### src/rtl/control_unit.sv
// control_unit: FETCH/DECODE/EXEC sequencer for a small accumulator CPU.
// Enables are pure decodes of state and ir, so an asynchronous reset drops them at once.
module control_unit (
   input  logic       clk,
   input  logic       rst_n,
   input  logic       run,
   input  logic [7:0] instr,
   input  logic       zero_flag,
   output logic [3:0] pc,
   output logic       ce0,
   output logic       ce1,
   output logic       ce2,
   output logic       ce3,
   output logic [1:0] addr,
   output logic [1:0] alu_op,
   output logic       acc_ce,
   output logic       halted
);
   localparam logic [1:0] FETCH  = 2'b00;
   localparam logic [1:0] DECODE = 2'b01;
   localparam logic [1:0] EXEC   = 2'b10;
   localparam logic [1:0] HALT   = 2'b11;
   localparam logic [2:0] OP_LD  = 3'b001;
   localparam logic [2:0] OP_ALU = 3'b010;
   localparam logic [2:0] OP_ST  = 3'b011;
   localparam logic [2:0] OP_IN  = 3'b100;
   localparam logic [2:0] OP_JMP = 3'b101;
   localparam logic [2:0] OP_JZ  = 3'b110;
   localparam logic [2:0] OP_HLT = 3'b111;

   logic [1:0] state;
   logic [7:0] ir;
   logic [2:0] op;
   logic [1:0] rg;
   logic [1:0] fn;
   logic [3:0] imm;
   logic       exec;
   logic       dec_ex;
   logic       st;
   logic [3:0] pc_next;

   assign op     = ir[7:5];
   assign rg     = ir[4:3];
   assign fn     = ir[2:1];
   assign imm    = ir[3:0];
   assign exec   = state == EXEC;
   assign dec_ex = state == DECODE || exec;
   assign st     = exec && op == OP_ST;

   always_comb begin
      addr    = dec_ex ? rg : 2'b00;
      alu_op  = dec_ex ? fn : 2'b00;
      acc_ce  = exec && (op == OP_LD || op == OP_ALU);
      ce0     = st && rg == 2'd0;
      ce1     = st && rg == 2'd1;
      ce2     = st && rg == 2'd2;
      ce3     = exec && op == OP_IN;
      pc_next = (op == OP_JMP || (op == OP_JZ && zero_flag)) ? imm :
                op == OP_HLT ? pc : pc + 4'd1;
   end

   always_ff @(posedge clk or negedge rst_n) begin
      if (!rst_n) begin
         state  <= FETCH;
         pc     <= 4'd0;
         ir     <= 8'h00;
         halted <= 1'b0;
      end else begin
         case (state)
            FETCH: if (run) begin
               ir    <= instr;
               state <= DECODE;
            end
            DECODE: state <= EXEC;
            EXEC: begin
               pc     <= pc_next;
               state  <= op == OP_HLT ? HALT : FETCH;
               halted <= op == OP_HLT;
            end
            HALT: halted <= 1'b1;
            default: state <= FETCH;
         endcase
      end
   end
endmodule

### config.mk
export PLATFORM = sky130hd
export DESIGN_NAME = control_unit
export DESIGN_NICKNAME = d
export VERILOG_FILES = /design/src/rtl/control_unit.sv
export SDC_FILE = /design/constraint.sdc
export NUM_CORES = 1
export LEC_CHECK = 0
export BUFFER_PORTS_ARGS = -buffer_cell sky130_fd_sc_hd__buf_2
export CAP_MARGIN = 25
export CORE_ASPECT_RATIO = 0.75
export CORE_UTILIZATION = 44
export CTS_CLUSTER_DIAMETER = 80
export DETAILED_ROUTE_END_ITERATION = 12
export PLACE_DENSITY = 0.73
export SLEW_MARGIN = 20
export SYNTH_ARGS = -nofsm -noshare
export SYNTH_HDL_FRONTEND = slang
export SYNTH_SLANG_ARGS = --single-unit
### constraint.sdc
create_clock -name clk -period 1.4 [get_ports clk]
set_clock_uncertainty 0.15 [all_clocks]
set_input_delay 0.21 -clock clk [delete_from_list [all_inputs] [get_ports clk]]
set_output_delay 0.21 -clock clk [all_outputs]
set_load 0.03 [all_outputs]
* Word-level counts from Yosys, hierarchy flattened
Cells that the tools add are included.
** Cells by class
- Add/subtract/negate cells :: 1
- Equal/unequal tests :: 14
- Mux-type cells :: 8
- Reductions and logical operators :: 17
** Operator list (number)
- $eq A3 B3 Y1 const B :: 4
- $mux W2 :: 4
- $mux W4 :: 2
- $logic_and A1 B1 Y1 :: 7
- $eq A2 B2 Y1 const B :: 3
- $eq A3 B2 Y1 const B :: 2
- $pmux W2 S3 :: 1
- $reduce_and A2 Y1 :: 3
- $add A4 B1 Y4 const B :: 1
- $eq A2 B1 Y1 const B :: 2
- $logic_not A2 Y1 :: 2
- $ne A2 B2 Y1 const B :: 2
- $eq A3 B1 Y1 const B :: 1
- $logic_or A1 B1 Y1 :: 3
- $reduce_bool A3 Y1 :: 1
- $pmux W1 S2 :: 1
- $reduce_bool A2 Y1 :: 1
** Word-level totals
- Bits in registers :: 15
- Output and inout port bits :: 14

* Longest topological paths before layout
- Depth in word-level cells :: 5
- Depth in mapped cells :: 6

* Worst setup path before layout
Ideal clock, no wire load.
- Path type :: reg2out
- Start :: reg state[0]
- End :: out ce2
- Arrival :: 1.868 ns
- Data required time :: 1.040 ns
- Path slack :: -0.828 ns
- Cell stages (with the launch flop) :: 5
- Buffers on the path :: 0
- Path through :: dfrtp_1 > inv_1 > ha_1 > nand3_1 > nor4b_1
** Between the ends
- Cells in the longest elaborated chain, start to end :: 3
** Ends and longest elaborated chain
- from (decl) :: line 31 : logic [1:0] state;
- from (signal assigned) :: line 77 : state <= op == OP_HLT ? HALT : FETCH;
- $eq A2 B2 Y1 :: line 46 : assign exec = state == EXEC;
- $logic_and A1 B1 Y1 :: line 48 : assign st = exec && op == OP_ST;
- $logic_and A1 B1 Y1 :: line 56 : ce2 = st && rg == 2'd2;
- to (decl) :: line 12 : output logic ce2,
Every way passes these cells.

* Final worst setup path
- Start :: reg state[0]
- End :: out ce0
** Between the ends
- Cells in the longest elaborated chain, start to end :: 3
** Ends and longest elaborated chain
- $eq A2 B2 Y1 :: line 46
- $logic_and A1 B1 Y1 :: line 48
- $logic_and A1 B1 Y1 :: line 54 : ce0 = st && rg == 2'd0;
- to (decl) :: line 10 : output logic ce0,
Every way passes these cells.

==> impl_metrics.csv <==
group,metric,value,unit
grt,grt_pass1_vias,773,
route,wirelength,2334,um
logic_synthesis,ys_types,27,
worst_setup_path,r2r-end,"pc[3]$_DFFE_PN0P_",
worst_setup_path,crit_required,1.04,ns
timing,finalHoldViolations,0,
timing,period_needed,1.868,ns
logic_synthesis,synth-simple-area-share,0.1696,
logic_synthesis,synth_adder_area_share,0.07440,
logic_synthesis,synth_compound_area_frac,0.1280,
finish,final_area,1451,sq um
run,maxCapViolations,0,
grt,antenna_found_initial,0,
logic_synthesis,yosysWarnings,0,
finish,area.growth.synth_to_final,72.62,%
power_and_ir_drop,ir_drop,1511,uV
power_and_ir_drop,total_power,0.003581,W
worst_setup_path,worstReg2RegStart,"state[1]$_DFFE_PN0P_",
timing,max_freq,535.5,MHz
placed_design,portBuffers,25,
placed_design,placed_cell_area,1180,sq um
power_and_ir_drop,p_seq_frac,0.267,
clock_tree,cts_made_buffers,3,
placed_design,gp_congestion,0.8005,
worst_setup_path,end_kind,"primary output",
power_and_ir_drop,power_switching,0.001617,W
logic_synthesis,avgSynthCellArea,10.92,sq um
logic_synthesis,synth_commonest_cells,"15 x dfrtp_1, 8 x mux2_2",
logic_synthesis,synthArstFlopShare,1.000,
floorplanning,start_util,0.4786,
floorplanning,core_area,1757,sq um
worst_setup_path,reg2reg_depth,7,
worst_setup_path,cp-startpoint,"state[0]$_DFFE_PN0P_",
route,via_count,822,
clock_tree,path_clk_slew,0.09,ns
grt,grt_max_degree,16,
clock_tree,cts_htree_levels,1,
logic_synthesis,synth_top_family_by_area,"simple AND/OR/NAND/NOR gates",
logic_synthesis,synth_top_area_share,0.4464,
timing,finalCritPeriodShare,1.334,
finish,fin_util,0.8262,
worst_setup_path,critPathKind,"reg2out",
logic_synthesis,synth_xor_area_frac,0.01042,
logic_synthesis,synth_seq_area_share,0.4464,
power_and_ir_drop,clock_power_share,0.072,
power_and_ir_drop,p_int,0.001963,W
finish,drive_above_1_share,0.6031,
clock_tree,cts_buffer_depth,2,
floorplanning,rows,13,
logic_synthesis,synth_nets,94,
logic_synthesis,synth_mux_area_frac,0.1429,
route,wire_per_inst,15.25,um
status,status,"complete, but fails checks",
placed_design,dp_cells,134,
power_and_ir_drop,combPwrFrac,0.661,
power_and_ir_drop,power_density,2467,nW/um^2
grt,grt_pass1_wl,3512,um
logic_synthesis,yosys_most_used_dff,"dfrtp_1",
clock_tree,cts_tree,"built",
logic_synthesis,synth_area,840.8,sq um
logic_synthesis,synth-seq-cells,15,
route,viasPerCell,5.373,
timing,rsz0062_at_grt,"true",
clock_tree,cts_sinks,15,
logic_synthesis,synth-edff-count,0,
route,dr.first_iter.drc_count,6,
timing,worst_pin_slew,0.3593,ns
logic_synthesis,netlist_instances,77,
logic_synthesis,yosys.cell_count.top_type,"dfrtp_1",
finish,final_cells,153,
placed_design,hpwl,1575,um
floorplanning,die_area,2091,sq um
clock_tree,cts_root_buf,"clkbuf_4",
timing,setup-violations-final,24,
worst_setup_path,cp_data_arrival_time,1.51,ns
power_and_ir_drop,cellLeakagePower,0.7014,nW
floorplanning,die_x,52.48,um
grt,grt_overflow,0,
finish,nets,149,
power_and_ir_drop,switching_share,0.4517,
logic_synthesis,synthTopCellsByArea,"dfrtp_1 45%, mux2_2 11%, ha_1 7.4%",
floorplanning,die_h,39.86,um
worst_hold_path,min_path_type,"in2async",
route,drc,0,
timing,timing.final.ws_setup,-0.4676,ns
logic_synthesis,synth_top_cell_by_area,"dfrtp_1",
timing,slew_headroom,0.7605,
route,antenna_left,0,
grt,grt_usage,0.2551,
worst_setup_path,cp-start-kind,"flip-flop",
timing,slew_viol_final,0,
status,violations,"setup timing",
floorplanning,io_pins,26,
finish,n_antenna_cell,0,
timing,tns,-5.030,ns
clock_tree,clkLatencyLatePin,0.29,ns
worst_setup_path,worst-path-max-fanout,4,
route,drtPass1Iterations,3,
worst_setup_path,reg2reg_setup_slack,-0.23,ns
## cell type report
type                            instances  area (sq um)
Clock buffer                            3         22.52
Fill cell                             104         305.3
Multi-Input combinational cell         56         625.6
Tap cell                               22         27.53
Inverter                                5         21.27
Timing Repair Buffer                   51         372.9
Clock inverter                          1         5.005
Sequential cell                        15         376.6
## worst max-delay path: stages, from the launching register on
cell and delay (ns):
dfrtp_1 0.40, inv_2 0.08, ha_4 0.14, nand3_4 0.13, nor4_4 0.26, buf_4 0.21
## timing repair
item                                   in CTS  in global routing
gates resized for setup                    19                 12
setup buffers                               5                  1
setup endpoints to repair                  24                 24
hold buffers                                7                  2
pin swaps                                   2                  3
endpoints found under the hold margin      21                  2
## routing by layer
| layer | GRT usage | wire (um) | vias up |
|---|---|---|---|
| li1 | - | - | 386 |
| met1 | 0.2925 | 1076 | 411 |
| met2 | 0.4335 | 1139 | 18 |
| met3 | 0.08915 | 85 | 7 |
| met4 | 0.1118 | 33 | 0 |
| met5 | 0 | 0 | - |
## flip-flops by register name, summed over array words and instances (netlist names)
register	cells
halted	1
pc	4
ir	8
state	2
## layout by cell type (no fill, tap or decap), types with 2 or more instances in the layout
master	count
a21oi_1	4
and2_4	5
buf_2	16
buf_4	24
buf_6	2
clkbuf_4	3
dfrtp_1	14
dlygate4sd3_1	9
ha_1	3
ha_4	2
inv_1	3
mux2_4	7
mux2i_1	3
nand2_1	3
nand3_1	2
nor2_1	2
nor4_4	2
nor4b_4	2
o21a_1	2
o21ai_2	2
## kinds of logic (layout without fill, tap and decap cells)
family	after synthesis	in the layout
and+or+nand+nor	25	25
DFF	15	15
AOI/OAI and AO/OA	14	14
muxes	11	11
buffers and inverters	6	60
adders and majority gates	5	5
xor gates and xnor gates	1	1
## through the flow
| stage | worst slack (ns) | hold slack, ns |
|---|---|---|
| 5_1_grt | -0.5450 | 0.1892 |
| 6_report | -0.4676 | 0.2042 |
| 3_3_place_gp | -0.1839 | -0.01367 |
| 2_1_floorplan | -0.2010 | -0.2356 |
| 4_1_cts | -0.4724 | 0.002169 |
| 3_5_place_dp | -0.1949 | -0.01373 |
## worst max path at each step
| stage | to | slack [ns] | cells past startpoint |
|---|---|---|---|
| 2_1_floorplan | ce1 | -0.20 | 4 |
| 3_3_place_gp | addr[1] | -0.18 | 4 |
| 3_5_place_dp | ce1 | -0.19 | 5 |
| 4_1_cts | ce1 | -0.47 | 5 |
| 5_1_grt | ce0 | -0.54 | 5 |
| 6_report | ce0 | -0.47 | 5 |
## power by group through the flow
stage,sequential (W),clock [W],combinational [W]
finish,0.000956,0.000257,0.00237
global route,0.000982,0.000287,0.00253
CTS,0.000945,0.000265,0.00216
detailed placement,0.000947,0,0.00191
global placement,0.000929,0,0.00185
floorplan,0.00105,0,0.00122
Note: power is estimated with default switching activity, not from simulation.
